==> src/rtl/ps2_key_fifo.sv <==
// PS/2 keyboard receiver: synchronised, glitch-filtered clock; 11-bit frame decoder;
// E0/F0 prefix folding; first-word fall-through key-event FIFO.
module ps2_key_fifo #(
   parameter int FIFO_DEPTH  = 8,
   parameter int FILTER_LEN  = 8,
   parameter int TIMEOUT_CYC = 3000
) (
   input  logic                          clk_50mhz,
   input  logic                          reset,
   input  logic                          ps2c,
   input  logic                          ps2d,
   input  logic                          rd_en,
   output logic [7:0]                    key_code,
   output logic                          key_ext,
   output logic                          key_brk,
   output logic                          key_valid,
   output logic                          fifo_full,
   output logic [$clog2(FIFO_DEPTH):0]   count,
   output logic                          overflow,
   output logic                          frame_err,
   output logic [1:0]                    o_dbg_state
);
   localparam int AW = $clog2(FIFO_DEPTH);
   localparam int FW = $clog2(FILTER_LEN + 1);
   localparam int TW = $clog2(TIMEOUT_CYC + 1);

   typedef enum logic [1:0] {S_IDLE, S_DATA, S_PARITY, S_STOP} state_t;

   logic [1:0]    r_c_sync, r_d_sync;
   logic          r_filt, r_strobe, r_bit;
   logic [FW-1:0] r_filt_cnt;
   logic [TW-1:0] r_to_cnt;
   state_t        r_state, w_state_n;
   logic [2:0]    r_bit_cnt, w_bit_cnt_n;
   logic [7:0]    r_shift, w_shift_n, r_byte;
   logic          r_par, w_par_n, w_accept, w_err, w_timeout;
   logic          r_byte_vld, r_frame_err, r_ext, r_brk, r_overflow;
   logic [9:0]    r_mem [FIFO_DEPTH];
   logic [AW-1:0] r_wr_ptr, r_rd_ptr;
   logic [AW:0]   r_count;
   logic          w_empty, w_full, w_wr, w_pop, w_push;
   logic [9:0]    w_head;

   always_ff @(posedge clk_50mhz or negedge reset) begin
      if (!reset) begin
         r_c_sync <= '1;
         r_d_sync <= '1;
      end else begin
         r_c_sync <= {r_c_sync[0], ps2c};
         r_d_sync <= {r_d_sync[0], ps2d};
      end
   end

   // Data is captured on the same cycle the filtered clock falls, so it lines up with the strobe.
   always_ff @(posedge clk_50mhz or negedge reset) begin
      if (!reset) begin
         r_filt     <= 1'b1;
         r_filt_cnt <= '0;
         r_strobe   <= 1'b0;
         r_bit      <= 1'b1;
      end else begin
         r_strobe <= 1'b0;
         if (r_c_sync[1] == r_filt) begin
            r_filt_cnt <= '0;
         end else if (r_filt_cnt == FW'(FILTER_LEN - 1)) begin
            r_filt     <= r_c_sync[1];
            r_filt_cnt <= '0;
            r_strobe   <= ~r_c_sync[1];
            r_bit      <= r_d_sync[1];
         end else begin
            r_filt_cnt <= r_filt_cnt + FW'(1);
         end
      end
   end

   assign w_timeout = (r_state != S_IDLE) && r_filt && (r_to_cnt == TW'(TIMEOUT_CYC - 1));

   always_ff @(posedge clk_50mhz or negedge reset) begin
      if (!reset)                            r_to_cnt <= '0;
      else if (r_state == S_IDLE || !r_filt) r_to_cnt <= '0;
      else if (!w_timeout)                   r_to_cnt <= r_to_cnt + TW'(1);
   end

   always_ff @(posedge clk_50mhz or negedge reset) begin
      if (!reset) begin
         r_state   <= S_IDLE;
         r_bit_cnt <= '0;
         r_shift   <= '0;
         r_par     <= 1'b0;
      end else begin
         r_state   <= w_state_n;
         r_bit_cnt <= w_bit_cnt_n;
         r_shift   <= w_shift_n;
         r_par     <= w_par_n;
      end
   end

   always_comb begin
      w_state_n   = r_state;
      w_bit_cnt_n = r_bit_cnt;
      w_shift_n   = r_shift;
      w_par_n     = r_par;
      w_accept    = 1'b0;
      w_err       = 1'b0;
      if (w_timeout) begin
         w_state_n   = S_IDLE;
         w_bit_cnt_n = '0;
      end else if (r_strobe) begin
         case (r_state)
            S_IDLE: if (!r_bit) begin
               w_state_n   = S_DATA;
               w_bit_cnt_n = '0;
            end
            S_DATA: begin
               w_shift_n   = {r_bit, r_shift[7:1]};
               w_bit_cnt_n = r_bit_cnt + 3'd1;
               if (r_bit_cnt == 3'd7) w_state_n = S_PARITY;
            end
            S_PARITY: begin
               w_par_n   = r_bit;
               w_state_n = S_STOP;
            end
            default: begin
               w_state_n = S_IDLE;
               if (r_bit && (^{r_shift, r_par})) w_accept = 1'b1;
               else                              w_err    = 1'b1;
            end
         endcase
      end
   end

   assign o_dbg_state = r_state;

   always_ff @(posedge clk_50mhz or negedge reset) begin
      if (!reset) begin
         r_byte_vld  <= 1'b0;
         r_byte      <= '0;
         r_frame_err <= 1'b0;
      end else begin
         r_byte_vld  <= w_accept;
         r_frame_err <= w_err;
         if (w_accept) r_byte <= r_shift;
      end
   end

   // Prefix bytes only arm flags; any other byte consumes them even if the FIFO drops it.
   assign w_wr = r_byte_vld && (r_byte != 8'hE0) && (r_byte != 8'hF0);

   always_ff @(posedge clk_50mhz or negedge reset) begin
      if (!reset) begin
         r_ext <= 1'b0;
         r_brk <= 1'b0;
      end else if (r_byte_vld) begin
         if (r_byte == 8'hE0)      r_ext <= 1'b1;
         else if (r_byte == 8'hF0) r_brk <= 1'b1;
         else begin
            r_ext <= 1'b0;
            r_brk <= 1'b0;
         end
      end
   end

   assign w_empty = (r_count == '0);
   assign w_full  = (r_count == (AW + 1)'(FIFO_DEPTH));
   assign w_pop   = rd_en && !w_empty;
   assign w_push  = w_wr && (!w_full || w_pop);

   always_ff @(posedge clk_50mhz) begin
      if (w_push) r_mem[r_wr_ptr] <= {r_ext, r_brk, r_byte};
   end

   always_ff @(posedge clk_50mhz or negedge reset) begin
      if (!reset) begin
         r_wr_ptr   <= '0;
         r_rd_ptr   <= '0;
         r_count    <= '0;
         r_overflow <= 1'b0;
      end else begin
         if (w_push) r_wr_ptr <= r_wr_ptr + AW'(1);
         if (w_pop)  r_rd_ptr <= r_rd_ptr + AW'(1);
         if (w_push && !w_pop)      r_count <= r_count + (AW + 1)'(1);
         else if (!w_push && w_pop) r_count <= r_count - (AW + 1)'(1);
         if (w_wr && w_full && !w_pop) r_overflow <= 1'b1;
      end
   end

   assign w_head    = r_mem[r_rd_ptr];
   assign key_code  = w_empty ? 8'h00 : w_head[7:0];
   assign key_brk   = w_empty ? 1'b0  : w_head[8];
   assign key_ext   = w_empty ? 1'b0  : w_head[9];
   assign key_valid = !w_empty;
   assign fifo_full = w_full;
   assign count     = r_count;
   assign overflow  = r_overflow;
   assign frame_err = r_frame_err;
endmodule
==> config.mk <==
export PLATFORM = sky130hd
export DESIGN_NAME = ps2_key_fifo
export DESIGN_NICKNAME = d
export VERILOG_FILES = /design/src/rtl/ps2_key_fifo.sv
export SDC_FILE = /design/constraint.sdc
export NUM_CORES = 1
export LEC_CHECK = 0
export BUFFER_PORTS_ARGS = -buffer_cell sky130_fd_sc_hd__buf_2
export CAP_MARGIN = 20
export CORE_ASPECT_RATIO = 1.75
export CORE_MARGIN = 2
export CORE_UTILIZATION = 49
export DETAILED_ROUTE_END_ITERATION = 12
export GPL_ROUTABILITY_DRIVEN = 0
export GPL_TIMING_DRIVEN = 1
export PLACE_DENSITY = 0.7
export SLEW_MARGIN = 20
export SYNTH_ARGS = -nofsm -noshare
export SYNTH_HDL_FRONTEND = slang
export SYNTH_SLANG_ARGS = --single-unit
==> constraint.sdc <==
create_clock -name clk_50mhz -period 3.6 [get_ports clk_50mhz]
set_input_delay 0.72 -clock clk_50mhz [delete_from_list [all_inputs] [get_ports clk_50mhz]]
set_output_delay 0.72 -clock clk_50mhz [all_outputs]
set_load 0.03 [all_outputs]
# Yosys cells after proc, flatten, opt, wreduce, memory -nomap -nowiden
# Memory sizes are Yosys's and may differ from the RTL's.
# Cells that the tools add are included.
[classes]
addsub = 7
eq_ne = 15
muxes = 33
bitwise = 4
n_reduce_logical = 33
[ops]
columns = ["cell", "count"]
rows = [
  ["$mux W12", 2],
  ["$mux W1", 17],
  ["$eq A8 B8 Y1 const B", 2],
  ["$mux W4", 4],
  ["$ne A8 B8 Y1 const B", 2],
  ["$add A12 B1 Y12 const B", 1],
  ["$eq A12 B12 Y1 const B", 1],
  ["$reduce_and A3 Y1", 4],
  ["$logic_and A1 B1 Y1", 11],
  ["$add A3 B1 Y3 const B", 3],
  ["$mux W3", 3],
  ["$reduce_xor A9 Y1", 1],
  ["$add A4 B1 Y4 const B", 2],
  ["$mux W2", 4],
  ["$mux W8", 1],
  ["$ne A3 B3 Y1 const B", 2],
  ["$pmux W2 S3", 1],
  ["$pmux W3 S2", 1],
  ["$reduce_and A2 Y1", 3],
  ["$reduce_bool A2 Y1", 3],
  ["$logic_not A1 Y1", 5],
  ["$eq A4 B3 Y1 const B", 1],
  ["$eq A4 B4 Y1 const B", 1],
  ["$logic_not A4 Y1", 1],
  ["12 further kinds", 16],
]
[totals]
ff_bits = 60
ram_bits = 80
input_bits = 5
word_cells = 113
memories = 1
[mem_list]
columns = ["name", "depth", "word_bits", "rd", "rd_ports_with_merged_regs", "wr", "line", "source"]
rows = [
  ["r_mem", 8, 10, 1, 0, 1, "38", "logic [9:0] r_mem [FIFO_DEPTH];"],
]

# Longest topological paths before layout
# Gate-level depths: netlist of run 1.
[logic_depth]
word_depth = 9
ltp_mapped = 12
mapped_depth_nobuf = 11

# Worst setup path after synthesis of run 1
# OpenSTA, ideal clock, no wires.
[synth_path]
path_kind = "reg-to-reg"
start = "register r_count[0] (netlist: count[0])"
end = "register r_count[3] (netlist: count[3])"
arrival_ns = 2.780
required_time_ns = 3.464
path_slack_ns = 0.684
stages_incl_launch_ff = 13
cell_sequence = "dfrtp_1 or4b_2 nor2_1 nor2b_1 clkbuf_1 ha_1 inv_1 ha_1 a21o_1 a21oi_1 xnor2_1 nor2_1 xor2_1"
[synth_via]
elab_chain_cells = 8
[synth_rtl]
columns = ["element", "line", "source"]
rows = [
  ["start, declared", "40", "logic [AW:0] r_count;"],
  ["start signal, assigned", "181", "if (w_push && !w_pop) r_count <= r_count + (AW + 1)'(1);"],
  ["start signal, assigned", "182", "else if (!w_push && w_pop) r_count <= r_count - (AW + 1)'(1);"],
  ["$logic_not A4 Y1", "163", "assign w_empty = (r_count == '0);"],
  ["$logic_not A1 Y1", "165", "assign w_pop = rd_en && !w_empty;"],
  ["$logic_and A1 B1 Y1", "165", ""],
  ["$logic_or A1 B1 Y1 *", "166", "assign w_push = w_wr && (!w_full || w_pop);"],
  ["$logic_and A1 B1 Y1 *", "166", ""],
  ["net w_push", "41", "logic w_empty, w_full, w_wr, w_pop, w_push;"],
  ["$logic_not A1 Y1", "182", ""],
  ["$logic_and A1 B1 Y1", "182", ""],
  ["$reduce_bool A2 Y1 (no source line)", "--", ""],
]
# Mark *: on every way through the listed nets, which the timed path passes. The rest lies on a longest branch. The select of a mux whose other input is x is not followed.
# A chain may end at the register's enable or synchronous reset.

# Worst setup path in the final report of run 1
[layout_path]
start = "register r_rd_ptr[1]"
end = "output port key_code[6]"
[layout_via]
elab_chain_cells = 2
[layout_rtl]
columns = ["element", "line", "source"]
rows = [
  ["start, declared", "39", "logic [AW-1:0] r_wr_ptr, r_rd_ptr;"],
  ["start signal, assigned", "180", "if (w_pop) r_rd_ptr <= r_rd_ptr + AW'(1);"],
  ["$mem_v2 Z8 W10", "--", ""],
  ["$mux W8", "188", "assign key_code = w_empty ? 8'h00 : w_head[7:0];"],
  ["end, declared", "13", "output logic [7:0] key_code,"],
]
# No other way between the ends.

==> results.tsv, run 1 <==
metric	value	unit
vias_per_cell	5.48	
power.static_leakage	2.87	nW
maxSlewHeadroom	35.4	%
grt_pass1_wl	16.4	mm
track_usage	17.1	%
seq_power_share	50.9	%
tightest_slew	0.969	ns
synth_area_leaders	edfxtp_1 41%, dfrtp_1 23%, mux4_2 7.7%	
period_minus_slack	2.93	ns
dp_hpwl	6.73	mm
finalClockSkew	0.0109	ns
hold_viol	0	
pin_count	25	
async_flop_share	42.9	%
fp.dieW	86.7	um
critical_path.max_fanout	21	
start_util	50.3	%
first_pass_iters	4	
ys_warn_count	0	
worstPathRequired	2.88	ns
synth_top_area_share	41.0	%
crit_arrival	2.21	ns
p_sw_share	22.5	%
syn_avg_cell_area	16.1	sq um
power_switching	0.768	mW
coreArea	11600	sq um
yosysMostFrequentCell	edfxtp_1	
outcome	finished, final reports clean	
maxCapViolCount	0	
synthCells	364	
worst_path_dominant_cell_family	flip-flops	
rows	52	
hold_path_class	in -> async	
cts_buffers	17	
cts_sinks	140	
setup_viol	0	
nNetsFinal	430	
ant_nets	0	
grt_pass1_vias	3289	
first_iter_violations	162	
ys_ff_latch	140	
power.density	505	nW/um^2
antenna_found_initial	0	
root_buffer	clkbuf_16	
path_class	reg -> out	
clock_latency	0.41	ns
cts_tree	built	
fmax	341	MHz
antennaDiodeCount	0	
cts_resized	0	
die_area	12900	sq um
power_frac_clock	47.1	%
grt_start_max_net_pins	29	
r2r_cells	11	
wl_per_cell	17.7	um
r2r-start	count[0]	
yosys-top-cells-count	80 x edfxtp_1, 54 x dfrtp_1, 38 x nor2_1	
worst_slack	0.671	ns
syn_nets	383	
finalMaxSlewViolations	0	
cts_buffer_depth	2	
startpoint_type	register	
syn2layout_area_growth	15.5	%
final_area	6770	sq um
drive_gt1_share	29.7	%
max-vdd-ir-drop	466	uV
synth_flop_cell	edfxtp_1	
die_y	149	um
power.total	3.42	mW
postCtsSetupBuffers	0	
fillers	867	
endpoint_kind	output pin	
netlist_area	5860	sq um
grt-ovfl-total	0	
hold_ws	0.325	ns
clkTransAtPathRegs	0.06	ns
max_stage_delay	0.97	ns
cp_slowest_cell	dfrtp_1	
ys_seq_area_share	66.7	%
final_cell_count_no_fill	559	
io_buffers	24	
cp_num_buf_inv	1	
comb_power_share	2.0	%
drc	0	
rsz0062_at_grt	no	
post-place-ws	0.690	ns
dp_cells	527	
holdBufCountCts	0	
vias	3064	
r2r_slack	0.68	ns
tns	0	ns
worstPathCellList	mux4_2, mux2i_1, nor2_1, buf_2	
r2r-end	count[3]	
fin_crit_sh	81.4	%
routed_wirelength	9.87	mm
synth.distinct_cells	47	
dpl_cell_area	6210	sq um
p_int	2.65	mW
htree_levels	4	
yosysTopAreaCell	edfxtp_1	
utilization	58.1	%
synth_edf_count	80	
## placed cells by master, fill, tap and decap left out, types with 7 or more instances in the layout
master / Yosys / final
a21oi_1: 8 / 8
buf_2: 2 / 24
buf_4: 1 / 14
clkbuf_16: 0 / 17
dfrtp_1: 54 / 54
edfxtp_1: 80 / 80
ha_1: 13 / 13
inv_1: 12 / 12
mux2_2: 15 / 15
mux2_4: 7 / 7
mux2i_1: 12 / 12
mux4_2: 20 / 20
nand2_1: 15 / 15
nor2_1: 38 / 38
nor3_1: 7 / 7
xnor2_1: 13 / 13
xor2_1: 8 / 8
## registers in the layout, summed over array words and instances (netlist names), 2 cells and up
register / count
r_mem: 80
r_c_sync: 2
o_dbg_state: 2
r_d_sync: 2
r_filt_cnt: 4
r_wr_ptr: 3
r_rd_ptr: 3
r_bit_cnt: 3
r_to_cnt: 12
count: 4
r_shift: 8
r_byte: 8
## worst register-to-register path: cells and delay by family, from the launching register on
family	cells	cell delay (ns)
AND/OR/NAND/NOR	4	1.09
adder cells (fa/ha/maj)	2	0.50
flip-flops	1	0.46
AO/OA/AOI/OAI	2	0.36
XOR/XNOR	2	0.28
buffers and inverters	1	0.12
## cell families (layout without fill, tap and decap cells)
logic type,Yosys count,after routing,synth area share (%)
buf+inv,22,82,1.64
xor+xnor,23,23,3.80
flops,140,140,66.7
mux,54,54,14.4
fa+ha+maj,14,14,3.12
simple gates,89,89,7.66
compound gates,22,22,2.67
## cell type report
cell class	count	area, sq um	area share, %
multi-input cells	202	1860	27.5
clock buffers	17	425	6.28
repair buffers	38	225	3.33
flip-flops and latches	140	3910	57.8
inverters	12	45.0	0.665
well taps	135	169	2.49
clock inverters	15	133	1.96
## worst max-delay path by stage
stage,startpoint,end,cells after the start
floorplan,count[0],count[3],12
global placement,count[0],count[3],11
detailed placement,count[0],count[3],11
CTS,r_rd_ptr[1],key_code[2],4
global route,count[0],count[3],11
finish,r_rd_ptr[1],key_code[6],4
## power groups by stage
stage	sequential [mW]	combinational, mW	clock [mW]
2_1_floorplan	1.77	0.0428	0
3_3_place_gp	1.77	0.0670	0
3_5_place_dp	1.77	0.0690	0
4_1_cts	1.74	0.0698	1.64
5_1_grt	1.74	0.0773	1.71
6_report	1.74	0.0673	1.61
## layer usage
| layer | vias to the layer above | wire length [um] | GRT usage [%] | share of wire [%] |
|---|---|---|---|---|
| met2 | 45 | 5680 | 31.7 | 58 |
| li1 | 1449 | - | - | - |
| met1 | 1562 | 3820 | 18.8 | 39 |
| met5 | - | 0 | 0 | 0 |
| met4 | 0 | 110 | 5.86 | 1.1 |
| met3 | 8 | 263 | 3.66 | 2.7 |
Note: power is estimated with default switching activity, not from simulation.
==> run 2: changes to the inputs <==
- clock period: 3.6 -> 3 ns (I/O delays scaled with it)
==> results.tsv, run 2 (synthesized netlist as in run 1, its figures left out) <==
metric	value	unit
final_area	6760	sq um
period_minus_slack	2.81	ns
syn2layout_area_growth	15.3	%
hold_ws	0.148	ns
fillers	894	
cts_tree	built	
nNetsFinal	428	
multiInputGateArea	1860	sq um
antennaDiodeCount	0	
crit_arrival	3.11	ns
coreArea	11600	sq um
power.total	4.14	mW
grt-ovfl-total	0	
met1_usage	18.7	%
pin_count	25	
wl_per_cell	18.5	um
grt_pass1_vias	3271	
die_area	12900	sq um
cts_buffers	17	
dp_cells	525	
dpl_cell_area	6200	sq um
hold_path_class	in -> async	
use_met3	4.72	%
path_class	reg -> reg	
largest_reg_flops	80	
cp_num_buf_inv	1	
antenna_found_initial	0	
maxSlewHeadroom	30.5	%
mostFrequentLayoutCells	80 x edfxtp_1, 54 x dfrtp_1, 37 x nor2_1	
rows	52	
gr-usage-met2	31.4	%
power.static_leakage	2.86	nW
start_util	50.3	%
io_buffers	24	
final_cell_count_no_fill	557	
grt_busiest_layer	met2	
utilization	58.1	%
critical_path.max_fanout	6	
worst_slack	0.186	ns
reg_top3	r_mem x80, r_to_cnt x12	
max-vdd-ir-drop	419	uV
finalClockSkew	0.00490	ns
vias_per_cell	5.62	
htree_levels	4	
cts_buffer_depth	2	
outcome	finished, final reports clean	
tightest_slew	1.04	ns
cp_slowest_cell	or4b_2	
top_register	r_mem	
routed_wirelength	10.3	mm
power.density	612	nW/um^2
post-place-ws	0.134	ns
ant_nets	0	
postCtsSetupBuffers	0	
die_y	149	um
max_stage_delay	0.73	ns
layout_commonest_cell	edfxtp_1	
track_usage	17.4	%
clock_latency	0.41	ns
clkTransAtPathRegs	0.06	ns
startpoint_type	register	
first_pass_iters	6	
setup_viol	0	
drc	0	
worst_path_dominant_cell_family	simple AND/OR/NAND/NOR gates	
grt_pass1_wl	16.4	mm
vias	3132	
first_iter_violations	152	
worstPathRequired	3.29	ns
register_area	3910	sq um
tns	0	ns
cts_sinks	140	
grt_start_max_net_pins	25	
crit_top_cell	ha_1	
hold_viol	0	
finalMaxSlewViolations	0	
maxCapViolCount	0	
root_buffer	clkbuf_16	
fmax	355	MHz
rsz0062_at_grt	no	
endpoint_kind	register	
fin_crit_sh	93.8	%
fp.dieW	86.7	um
dp_hpwl	6.74	mm
drive_gt1_share	29.4	%
holdBufCountCts	0	
worstPathCellList	or4b_2, nor2_2, nor2b_1, ha_1, inv_1, ha_1, a21o_1, a21oi_1, xnor2_1, nor2_1, xor2_1	
==> run 2: cell count changes in the layout (fill, tap and decap cells not counted), sizes merged <==
cell and delta:
buf -2, bufinv +1, clkinv +1, inv -2
==> run 2: layout make-up <==
type                       count  area share, %
tap                          135           2.50
clock inverter                15           2.04
sequential                   140           57.8
clock buffer                  17           6.29
timing repair buffer          36           3.11
multi-input combinational    202           27.6
inverter                      12          0.666
==> run 2: path summary, 6_finish.rpt <==
path	startpoint	to	slack, ns	cells past startpoint
max	count[0]	count[3]	0.19	11
min	reset	o_dbg_state[1]	0.15	1
max reg2reg	count[0]	count[3]	0.19	11
min reg2reg	r_d_sync[0]	r_d_sync[1]	0.36	0
max in group asynchronous	reset	r_c_sync[1]	2.09	2
min in group clk_50mhz	ps2c	r_c_sync[0]	0.28	1
==> run 2: repair_timing <==
action / in CTS / in global routing
resized for setup: 0 / 1
endpoints found under the hold margin: 0 / 0
setup endpoints to repair: 0 / 1
==> run 2: power breakdown <==
| part | internal (mW) | total, mW | switching, mW |
|---|---|---|---|
| registers | 2.06 | 2.09 | 0.0319 |
| clock network | 1.15 | 1.97 | 0.816 |
| logic | 0.0350 | 0.0807 | 0.0457 |
==> run 2: layer usage <==
layer	up-vias	part of all wire (%)
li1	1449	-
met1	1597	38
met2	58	56
met3	28	2.6
met4	0	3.1
met5	-	0
==> run 3: changes to the inputs <==
- CORE_UTILIZATION: 49 -> 55
- PLACE_DENSITY: 0.7 -> 0.79
- clock period: 3 -> 2.3 ns (I/O delays scaled with it)
==> results.tsv, run 3 (synthesized netlist as in run 1, its figures left out) <==
metric	value	unit
setup_viol	11	
met1_length	4.13	mm
hold_viol	0	
critical_path.max_fanout	5	
crit_arrival	1.96	ns
fmax	413	MHz
cts_buffers	17	
rows	49	
post-place-ws	-0.198	ns
violations	negative setup slack	
wl_per_cell	19.8	um
tightest_slew	0.748	ns
wl_met3	317	um
hold-path-endpoint	r_c_sync[0]	
maxCapViolCount	0	
vias	3214	
worstPathRequired	1.84	ns
hold_depth	1	
finalMaxSlewViolations	0	
power.static_leakage	3.05	nW
mostFrequentLayoutCells	80 x edfxtp_1, 49 x dfrtp_1, 35 x buf_4	
wl_met2	6.53	mm
first_pass_iters	4	
antenna_found_initial	0	
vias_per_cell	5.67	
htree_levels	4	
p_int	4.64	mW
path_class	reg -> out	
die_y	141	um
dp_hpwl	7.12	mm
maxSlewHeadroom	50.1	%
r2r-start	count[2]	
io_buffers	24	
outcome	complete, but fails checks	
cts_tree	built	
clkTransAtPathRegs	0.06	ns
start_util	56.6	%
dp_cells	531	
grt_pass1_wl	18.3	mm
ant_nets	0	
drive_gt1_share	35.9	%
root_buffer	clkbuf_16	
dpl_cell_area	6360	sq um
hold_ws	0.142	ns
fin_crit_sh	105	%
track_usage	21.9	%
clock_latency	0.42	ns
endpoint_kind	output pin	
power.density	801	nW/um^2
power_frac_clock	50.6	%
holdBufCountCts	0	
highest_layer	met4	
layout_commonest_cell	edfxtp_1	
drc	0	
nNetsFinal	447	
cts_buffer_depth	2	
comb_power_share	1.8	%
rsz0062_at_grt	yes	
pin_count	25	
worst_slack	-0.123	ns
startpoint_type	register	
tns	-1.02	ns
syn2layout_area_growth	22.0	%
coreArea	10400	sq um
max-vdd-ir-drop	877	uV
final_area	7150	sq um
fp.dieW	82.1	um
reg_top3	r_mem x80, r_to_cnt x12	
hold_path_class	in -> reg	
first_iter_violations	274	
hp-start	ps2c	
period_minus_slack	2.42	ns
routed_wirelength	11.2	mm
grt-ovfl-total	0	
grt_start_max_net_pins	61	
r2r_slack	-0.04	ns
die_area	11500	sq um
antennaDiodeCount	0	
p_sw_share	19.1	%
grt_pass1_vias	3504	
final_cell_count_no_fill	567	
r2r_cells	11	
top_register	r_mem	
largest_reg_flops	80	
r2r-end	count[3]	
finalClockSkew	0.00830	ns
seq_power_share	47.6	%
power_switching	1.10	mW
cts_sinks	140	
## run 3: cell count changes in the layout (fill, tap and decap cells not counted), moves of 3 or more
cell / delta
buf_4: +23
buf_2: -10
inv_6: -6
nor2_1: -6
dfrtp_1: -5
dfrtp_2: +5
nor2_2: +5
bufinv_16: +4
buf_16: +3
clkinv_2: +3
## run 3: per-layer routing
layer / global-route usage, % / up-vias
li1: - / 1476
met1: 23.8 / 1655
met2: 39.7 / 63
met3: 5.89 / 20
met4: 7.89 / 0
met5: 0 / -
## run 3: power by group through the flow
stage / Sequential, mW / Clock (mW) / Combinational, mW
6_report: 2.73 / 2.90 / 0.106
5_1_grt: 2.73 / 3.04 / 0.124
4_1_cts: 2.73 / 2.93 / 0.109
3_5_place_dp: 2.77 / 0 / 0.109
3_3_place_gp: 2.77 / 0 / 0.102
2_1_floorplan: 2.77 / 0 / 0.0670
## run 3: worst max path at each step
| stage | start | endpoint | slack, ns | cells after the start |
|---|---|---|---|---|
| after detailed placement | r_byte[7] | r_mem[2][6] | -0.20 | 5 |
| final | r_rd_ptr[0] | key_code[2] | -0.12 | 6 |
| after global routing | r_rd_ptr[0] | key_code[1] | -0.20 | 6 |
| after floorplan | count[2] | count[3] | -0.19 | 12 |
| after CTS | r_rd_ptr[0] | key_code[3] | -0.15 | 6 |
| after global placement | r_byte[7] | r_mem[2][5] | -0.06 | 5 |
## run 3: critical path, cell delays in order (launching register included)
cell and delay (ns):
dfrtp_2 0.39, buf_12 0.14, buf_16 0.13, mux4_2 0.50, mux2i_1 0.15, nor2_1 0.07
buf_4 0.16
## run 3: cell type report
type                       count  area [sq um]
sequential                   140          3920
multi-input combinational    202          1930
clock buffer                  18           429
inverter                      12          47.5
clock inverter                13           199
timing repair buffer          55           467
fill                         683          3210
tap                          127           159
## run 3: per-stage QoR
stage / utilization (%) / power (mW)
floorplan: - / 2.83
global placement: 61.4 / 2.87
detailed placement: 61.4 / 2.88
CTS: 69.1 / 5.77
global route: 69.0 / 5.89
finish: 69.0 / 5.73
## run 3: repair_timing
| item | CTS | global route |
|---|---|---|
| pin swaps | 4 | 8 |
| hold endpoints to repair | 0 | 0 |
| setup endpoints to repair | 72 | 42 |
| cloned | 3 | 0 |
| resized for setup | 20 | 6 |
| buffers inserted | 3 | 0 |
